==> src/rtl/fractal_sync_pkg.sv <==
// fractal_sync_pkg
//   Shared constants and types for the fractal sync network.
//   SD_WIDTH      : number of back-route ports addressed by a source/destination mask.
//   br_tx_state_e : state of the barrier-response transmitter.
package fractal_sync_pkg;

    localparam int SD_WIDTH = 2;

    typedef enum logic {
        IDLE = 1'b0,
        SEND = 1'b1
    } br_tx_state_e;

endpackage

==> src/rtl/fractal_sync_br_fifo.sv <==
// fractal_sync_br_fifo
//   Circular buffer of completed barrier events. It exposes both the head and
//   the entry behind it, so the transmitter can reload its pending mask in the
//   same cycle that it retires the head.
//   clk_i, rst_ni : clock, asynchronous active-low reset
//   push_i        : write data_i (ignored when full)
//   pop_i         : drop the head (ignored when empty)
//   full_o        : FIFO full
//   empty_o       : FIFO empty
//   level_o       : number of stored entries
//   head_o        : oldest entry
//   next_o        : entry behind the head (meaningful only when level_o > 1)
module fractal_sync_br_fifo #(
    parameter  int DATA_WIDTH = 8,
    parameter  int DEPTH      = 4,
    localparam int PTR_W      = $clog2(DEPTH),
    localparam int LVL_W      = $clog2(DEPTH + 1)
) (
    input  logic                  clk_i,
    input  logic                  rst_ni,
    input  logic                  push_i,
    input  logic                  pop_i,
    input  logic [DATA_WIDTH-1:0] data_i,
    output logic                  full_o,
    output logic                  empty_o,
    output logic [LVL_W-1:0]      level_o,
    output logic [DATA_WIDTH-1:0] head_o,
    output logic [DATA_WIDTH-1:0] next_o
);

    logic [DATA_WIDTH-1:0] r_mem [DEPTH];
    logic [PTR_W-1:0]      r_wptr;
    logic [PTR_W-1:0]      r_rptr;
    logic [LVL_W-1:0]      r_cnt;
    logic [PTR_W-1:0]      w_rptr_nxt;
    logic                  w_push;
    logic                  w_pop;

    assign w_push     = push_i & ~full_o;
    assign w_pop      = pop_i & ~empty_o;
    // DEPTH is a power of two, so pointer overflow is the modulo wrap.
    assign w_rptr_nxt = r_rptr + 1'b1;

    assign full_o  = (r_cnt == LVL_W'(DEPTH));
    assign empty_o = (r_cnt == '0);
    assign level_o = r_cnt;
    assign head_o  = r_mem[r_rptr];
    assign next_o  = r_mem[w_rptr_nxt];

    always_ff @(posedge clk_i or negedge rst_ni) begin
        if (!rst_ni) begin
            r_wptr <= '0;
            r_rptr <= '0;
            r_cnt  <= '0;
        end else begin
            if (w_push) r_wptr <= r_wptr + 1'b1;
            if (w_pop)  r_rptr <= w_rptr_nxt;
            case ({w_push, w_pop})
                2'b10:   r_cnt <= r_cnt + 1'b1;
                2'b01:   r_cnt <= r_cnt - 1'b1;
                default: r_cnt <= r_cnt;
            endcase
        end
    end

    // Storage needs no reset: entries are only read while counted valid.
    always_ff @(posedge clk_i) begin
        if (w_push) r_mem[r_wptr] <= data_i;
    end

endmodule

==> src/rtl/fractal_sync_br_tx.sv <==
// fractal_sync_br_tx
//   Barrier-response transmitter. Completed barrier events are queued; the
//   head event is broadcast to every back-route port named in its sd mask,
//   each port handshaking independently. The head retires once all of its
//   ports have accepted it, and the next event follows without a bubble.
//   clk_i, rst_ni   : clock, asynchronous active-low reset
//   evt_valid_i/evt_ready_o, evt_sig_i, evt_sd_i : event input
//   rsp_valid_o[p]/rsp_ready_i[p], rsp_sig_o[p]  : per-port response
//   busy_o          : queue non-empty or a response in flight
//   level_o         : queued events, including the one being sent
module fractal_sync_br_tx
    import fractal_sync_pkg::*;
#(
    parameter  int SIG_WIDTH  = 1,
    parameter  int FIFO_DEPTH = 4,
    localparam int SD_WIDTH   = fractal_sync_pkg::SD_WIDTH,
    localparam int LVL_W      = $clog2(FIFO_DEPTH + 1)
) (
    input  logic                                clk_i,
    input  logic                                rst_ni,
    input  logic                                evt_valid_i,
    output logic                                evt_ready_o,
    input  logic [SIG_WIDTH-1:0]                evt_sig_i,
    input  logic [SD_WIDTH-1:0]                 evt_sd_i,
    output logic [SD_WIDTH-1:0]                 rsp_valid_o,
    input  logic [SD_WIDTH-1:0]                 rsp_ready_i,
    output logic [SD_WIDTH-1:0][SIG_WIDTH-1:0]  rsp_sig_o,
    output logic                                busy_o,
    output logic [LVL_W-1:0]                    level_o
);

    localparam int DW = SIG_WIDTH + SD_WIDTH;

    br_tx_state_e          r_state, w_state_nxt;
    logic [SD_WIDTH-1:0]   r_pend, w_pend_nxt;
    logic [SD_WIDTH-1:0]   w_hs;
    logic                  w_pop;
    logic                  w_full;
    logic                  w_empty;
    logic [LVL_W-1:0]      w_level;
    logic [DW-1:0]         w_head;
    logic [DW-1:0]         w_next;
    logic [SD_WIDTH-1:0]   w_head_sd;
    logic [SD_WIDTH-1:0]   w_next_sd;
    logic [SIG_WIDTH-1:0]  w_head_sig;

    fractal_sync_br_fifo #(
        .DATA_WIDTH (DW),
        .DEPTH      (FIFO_DEPTH)
    ) u_fifo (
        .clk_i   (clk_i),
        .rst_ni  (rst_ni),
        .push_i  (evt_valid_i),
        .pop_i   (w_pop),
        .data_i  ({evt_sig_i, evt_sd_i}),
        .full_o  (w_full),
        .empty_o (w_empty),
        .level_o (w_level),
        .head_o  (w_head),
        .next_o  (w_next)
    );

    assign w_head_sd  = w_head[SD_WIDTH-1:0];
    assign w_head_sig = w_head[DW-1:SD_WIDTH];
    assign w_next_sd  = w_next[SD_WIDTH-1:0];

    // Ready depends on fullness alone, so a same-cycle pop never frees a slot.
    assign evt_ready_o = ~w_full;
    assign level_o     = w_level;
    assign busy_o      = ~w_empty | (r_state == SEND);

    // pend is only non-zero in SEND, so it doubles as the valid vector.
    assign rsp_valid_o = r_pend;
    assign w_hs        = r_pend & rsp_ready_i;

    always_comb begin
        for (int p = 0; p < SD_WIDTH; p++) begin
            rsp_sig_o[p] = r_pend[p] ? w_head_sig : '0;
        end
    end

    always_ff @(posedge clk_i or negedge rst_ni) begin
        if (!rst_ni) begin
            r_state <= IDLE;
            r_pend  <= '0;
        end else begin
            r_state <= w_state_nxt;
            r_pend  <= w_pend_nxt;
        end
    end

    always_comb begin
        w_state_nxt = r_state;
        w_pend_nxt  = r_pend;
        w_pop       = 1'b0;
        case (r_state)
            IDLE: begin
                if (!w_empty) begin
                    if (w_head_sd != '0) begin
                        w_pend_nxt  = w_head_sd;
                        w_state_nxt = SEND;
                    end else begin
                        // Barrier with no back-route ports: retire silently.
                        w_pop = 1'b1;
                    end
                end
            end
            SEND: begin
                w_pend_nxt = r_pend & ~w_hs;
                if (w_pend_nxt == '0) begin
                    w_pop = 1'b1;
                    // Chain straight into the next entry; an empty-mask
                    // successor is dropped from IDLE on the following cycle.
                    if (w_level > LVL_W'(1) && w_next_sd != '0) begin
                        w_pend_nxt = w_next_sd;
                    end else begin
                        w_state_nxt = IDLE;
                    end
                end
            end
            default: begin
                w_state_nxt = IDLE;
                w_pend_nxt  = '0;
            end
        endcase
    end

endmodule
==> config.mk <==
export PLATFORM = sky130hd
export DESIGN_NAME = fractal_sync_br_tx
export DESIGN_NICKNAME = d
export VERILOG_FILES = /design/src/rtl/fractal_sync_pkg.sv /design/src/rtl/fractal_sync_br_fifo.sv /design/src/rtl/fractal_sync_br_tx.sv
export SDC_FILE = /design/constraint.sdc
export NUM_CORES = 1
export LEC_CHECK = 0
export CORE_ASPECT_RATIO = 1.4
export CORE_UTILIZATION = 40
export DETAILED_ROUTE_END_ITERATION = 10
export GPL_TIMING_DRIVEN = 0
export SETUP_SLACK_MARGIN = 0.4
export SLEW_MARGIN = 20
export SYNTH_ARGS = -nofsm -noshare
export SYNTH_HDL_FRONTEND = slang
export SYNTH_SLANG_ARGS = --single-unit
export TNS_END_PERCENT = 100
==> constraint.sdc <==
create_clock -name clk_i -period 5.5 [get_ports clk_i]
set_input_delay 0.825 -clock clk_i [delete_from_list [all_inputs] [get_ports clk_i]]
set_output_delay 0.825 -clock clk_i [all_outputs]
set_load 0.005 [all_outputs]
======== Word-level counts from Yosys, hierarchy flattened ========
Memory sizes are Yosys's and may differ from the RTL's.
Cells that the tools add are included.
operators by class
  add/sub/neg operators ................... 4
  multiply operators ...................... 0
  divide/modulo/power cells ............... 0
  $lt $le $gt $ge ......................... 1
  eq/ne operators ......................... 5
  shift-type cells ........................ 0
  multiplexer cells ....................... 19
  bitwise logic cells ..................... 9
  reductions and logical operators ........ 7
operators by type and width
  cell                 count
  $mux 1               11
  $mux 2               4
  $pmux 3 s2           1
  $reduce_bool 2->1    3
  $add 2x1->2 const B  2
  $and 2x2->2          2
  $ne 2x2->1 const B   2
  $pmux 1 s2           2
  $pmux 2 s2           1
  $add 3x1->3 const B  1
  $eq 3x3->1 const B   1
  $gt 3x1->1 const B   1
  $logic_not 3->1      1
  $not 1->1            3
  $sub 3x1->3 const B  1
  $and 1x1->1          2
  $eq 2x1->1 const B   1
  $eq 2x2->1 const B   1
  $logic_not 2->1      1
  $not 2->2            1
  $reduce_and 2->1     1
  $logic_and 1x1->1    1
  $or 1x1->1           1
storage, ports and cells
  register bits ........................... 10
  latch bits .............................. 0
  bits in writable memories ............... 12
  ROM bits ................................ 0
  input port bits ......................... 8
  output and inout bits ................... 9
  word-level logic and storage cells ...... 51
  memories kept ........................... 1
memory list
  memory        words  bits a word  read ports  clocked after memory_dff  write ports  RTL line                    source
  u_fifo.r_mem  4      3            2           0                         1            fractal_sync_br_fifo.sv:31  logic [DATA_WIDTH-1:0] r_mem [DEPTH];

======== Depth between registers and ports, before layout ========
  depth in word-level cells ............... 9
  depth in mapped cells ................... 9
  gate-level depth less buffers ........... 9

======== By module ========
From an unflattened synthesis, not the netlist that was laid out.
second synthesis, totals
  cells, all modules ...................... 85
  area total of the unflattened synthesis .. 1202.4 um2
by module, submodules not included
  module                times used  cells each  area an instance (um2)
  fractal_sync_br_fifo  1           57          948.4
  fractal_sync_br_tx    1           28          254.0

======== Worst setup path before layout ========
No wires, ideal clock.
  path kind ............................... input port to flip-flop
  start point ............................. input rsp_ready_i[1]
  end point ............................... register u_fifo.r_cnt[2], in the netlist u_fifo.level_o[2]
  setup time .............................. 79 ps
  arrival ................................. 1920 ps
  required time ........................... 5421 ps
  path slack .............................. 3500 ps
  cell stages on the path ................. 6
  path buffers ............................ 0
  cell sequence ........................... nand2b_1 o211a_1 o21a_2 ha_1 nor2_1 xor2_1
on the way
  word-level cells in the longest chain between the ends .. 9
RTL lines
  element                                                 RTL line                    source
  start, declared                                         fractal_sync_br_tx.sv:26    input logic [SD_WIDTH-1:0] rsp_ready_i,
  $and 2x2->2 *                                           fractal_sync_br_tx.sv:74    assign w_hs = r_pend & rsp_ready_i;
  $not 2->2 *                                             fractal_sync_br_tx.sv:109   w_pend_nxt = r_pend & ~w_hs;
  $and 2x2->2 *                                           fractal_sync_br_tx.sv:109
  $logic_not 2->1 *                                       fractal_sync_br_tx.sv:110   if (w_pend_nxt == '0) begin
  $mux 1 *                                                fractal_sync_br_tx.sv:110
  $pmux 1 s2 *                                            fractal_sync_br_tx.sv:96    case (r_state)
  $and 1x1->1 *                                           fractal_sync_br_fifo.sv:40  assign w_pop = pop_i & ~empty_o;
  via u_fifo.w_pop                                        fractal_sync_br_fifo.sv:37  logic w_pop;
  $eq 2x1->1 / $eq 2x2->1 (equally long branches)         fractal_sync_br_fifo.sv:58  case ({w_push, w_pop})
  $pmux 3 s2 / $reduce_bool 2->1 (equally long branches)  --
  end signal, assigned                                    fractal_sync_br_fifo.sv:59  2'b10: r_cnt <= r_cnt + 1'b1;
  end signal, assigned                                    fractal_sync_br_fifo.sv:60  2'b01: r_cnt <= r_cnt - 1'b1;
  end signal, assigned                                    fractal_sync_br_fifo.sv:61  default: r_cnt <= r_cnt;
  end, declared                                           fractal_sync_br_fifo.sv:34  logic [LVL_W-1:0] r_cnt;
The timed path passes the listed nets; every way through them passes the cells marked *.
A chain may end at the register's enable or synchronous reset.

==> reports/summary.txt <==
Cell Rows: 22
R2r endpoint: u_fifo.level_o[2]$_DFFE_PN0P_
Post-synth EDFFs: 12
Register area share after synthesis: 0.526
Fin. Hold Viols: 0
Area growth from synthesis to final layout: 22.2%
DRC errors left: 0
Finish-stage setup viols: 0
Yosys cell types: 30
I/O pin count: 17
Leak pwr: 0.582 nW
# port buffers: 16
Tightest Pin Transition: 0.499 ns
Bufs on Longest Clock Path: 2
Fin Hold WS: 0.556 ns
Asr flop ratio synth: 0.455
Final Cycle Share: 0.517
Worst hold endpoint: u_fifo.level_o[2]$_DFFE_PN0P_
Synth area leaders: edfxtp_1, dfrtp_1, ha_1
Clock-pin slew on the worst setup and hold paths: 0.12 ns
Fraction of layout cells with a size suffix above 1: 0.0943
Unrepaired setup endpoints after global routing: false
Drt initial violations: 12
Initial Util: 0.430
R2R Setup Slk: 3.36 ns
Num Clock Sinks: 22
Total CTS buffers: 3
Most common cell after layout, fill and taps aside: clkdlybuf4s50_1
# diodes: 0
Synthesized flop and latch total: 22
Main synth FF type: edfxtp_1
Largest net degree at the start of global routing: 14
Tot GR Track Use: 0.143
Wire length of the first global-routing pass: 3090 um
Status: complete, no violations
Hold Path Class: reg -> reg
Req. time, crit path: 4.68 ns
Max Clk Rate: 352 MHz
Slew HR: 0.666
Vias in the first global route: 701
Initial antenna violation count: 0
Max-cap violations: 0
Dominant cell type by area after synthesis: edfxtp_1
Worst R2R Start: u_fifo.r_rptr[1]$_DFFE_PN0P_
Post-synth top area share: 0.310
Hold Crit Start: u_fifo.level_o[2]$_DFFE_PN0P_
Post-CTS Setup Inserts: 0
CTS tree: built
Die area: 0.00313 mm2
TNS Setup: 0 ns
Post-CTS Hold Fix Bufs: 0
Post_cts resized: 0
Placer congestion estimate: 0.727
Synthesis Warnings: 0
Clock Latency Late Sink: 0.31 ns
FF-to-FF path depth: 8
Hpwl dp: 1540 um
Final #Nets: 124
Worst setup EP type: primary output
Die H: 65.8 um
Crit path max fanout: 7
Final Max Slew Viols: 0
Cells after Synth: 86
Mapped Nets: 103
Remaining global-route overflow: 0
Clk Tree Root Cell: clkbuf_4
Critical path arrival: 2.02 ns
Hold depth: 1
Max IR drop VDD: 0.000342 V
PD cells: 558 mW/mm2
Syn Std Cell Area: 0.00116 mm2
Via-to-Cell Ratio: 5.09
Pre-Repair DR Iteration Count: 4
Min Tclk post-route: 2.84 ns
Antenna-violating nets left: 0
Mean Syn Cell Area: 13.5 um2
Final wirelength: 1950 um
WS Path Type: reg -> out
Setup Skew: 0.00283 ns
Commonest cells after routing, fill and taps aside: clkdlybuf4s50_1, edfxtp_1, dfrtp_1
Die X: 47.5 um
Startpoint types: register
Core Box Area: 0.00270 mm2
DR WL/cell: 13.7 um
CTS H-tree lvls: 1
Routed vias: 723
-- Yosys cell counts, types with 2 or more instances --
library cell and instances:
edfxtp_1 12, dfrtp_1 10, ha_1 9, inv_1 7, o21ai_0 5, and3_1 4
xnor2_1 4, and2_1 3, mux4_1 3, nand2_1 3, nand2b_1 3, a21oi_1 2
mux4_2 2, nor2_1 2, xor2_1 2
-- critical path, stage by stage, from the launching register on --
cell and delay [ns]:
dfrtp_1 0.36, buf_6 0.14, mux4_1 0.59, and2_1 0.18, clkdlybuf4s50_1 0.44
-- where the power goes --
group          internal (mW)  switching, mW  leakage, nW
clock network         0.0737         0.0515       0.0279
logic                  0.212          0.177        0.327
registers              0.234         0.0439        0.227
-- worst max-delay path by stage --
stage,from,endpoint,slack (ns),cells after the start
2_1_floorplan,rsp_ready_i[1],u_fifo.level_o[2]$_DFFE_PN0P_,3.50,6
3_3_place_gp,rsp_ready_i[1],u_fifo.level_o[2]$_DFFE_PN0P_,3.00,7
3_5_place_dp,u_fifo.r_rptr[0]$_DFFE_PN0P_,rsp_sig_o[0],2.99,4
4_1_cts,u_fifo.r_rptr[0]$_DFFE_PN0P_,rsp_sig_o[0],2.63,4
5_1_grt,u_fifo.r_rptr[0]$_DFFE_PN0P_,rsp_sig_o[0],2.55,4
6_report,u_fifo.r_rptr[0]$_DFFE_PN0P_,rsp_sig_o[0],2.66,4
-- logic make-up (layout without fill, tap and decap cells) --
family | after synthesis | after routing | synth area share
DFF | 22 | 22 | 0.526
and+or+nand+nor | 19 | 19 | 0.0938
AOI/OAI and AO/OA | 15 | 15 | 0.0873
adders and majority gates | 9 | 9 | 0.0970
buffers and inverters | 9 | 29 | 0.0356
xor gates and xnor gates | 6 | 6 | 0.0453
muxes | 6 | 6 | 0.115
-- flip-flops by register name (all words and copies together) (netlist names) --
signal,cells
u_fifo.level_o,3
u_fifo.r_wptr,2
u_fifo.r_rptr,2
rsp_valid_o,2
u_fifo.r_mem,12
r_state,1
-- routing by layer --
metal  track usage  vias up  share of wire
met2         0.252       14           0.54
met3        0.0165        4          0.026
met5             0        -              0
met1         0.164      348           0.41
li1              -      357              -
met4        0.0625        0          0.019
-- final cells by class --
class / instances / area (um2)
fillers: 250 / 1280
flip-flops and latches: 22 / 611
multi-input cells: 55 / 509
repair buffers: 16 / 160
well taps: 36 / 45.0
clock inverters: 1 / 30.0
inverters: 7 / 26.3
clock buffers: 3 / 22.5
plain buffers: 2 / 15.0
-- per-stage QoR --
stage / area [um2] / util / total power, mW / worst slack [ns] / cells
final: 1420 / 0.526 / 0.792 / 2.66 / 142
after global routing: 1420 / 0.526 / 0.857 / 2.55 / 142
after CTS: 1420 / 0.526 / 0.805 / 2.63 / 142
after detailed placement: 1370 / 0.506 / 0.678 / 2.99 / 138
after global placement: 1370 / 0.506 / 0.672 / 3.00 / 138
after floorplan: 1160 / - / 0.546 / 3.50 / 86
Power figures use the tool's default switching activity.
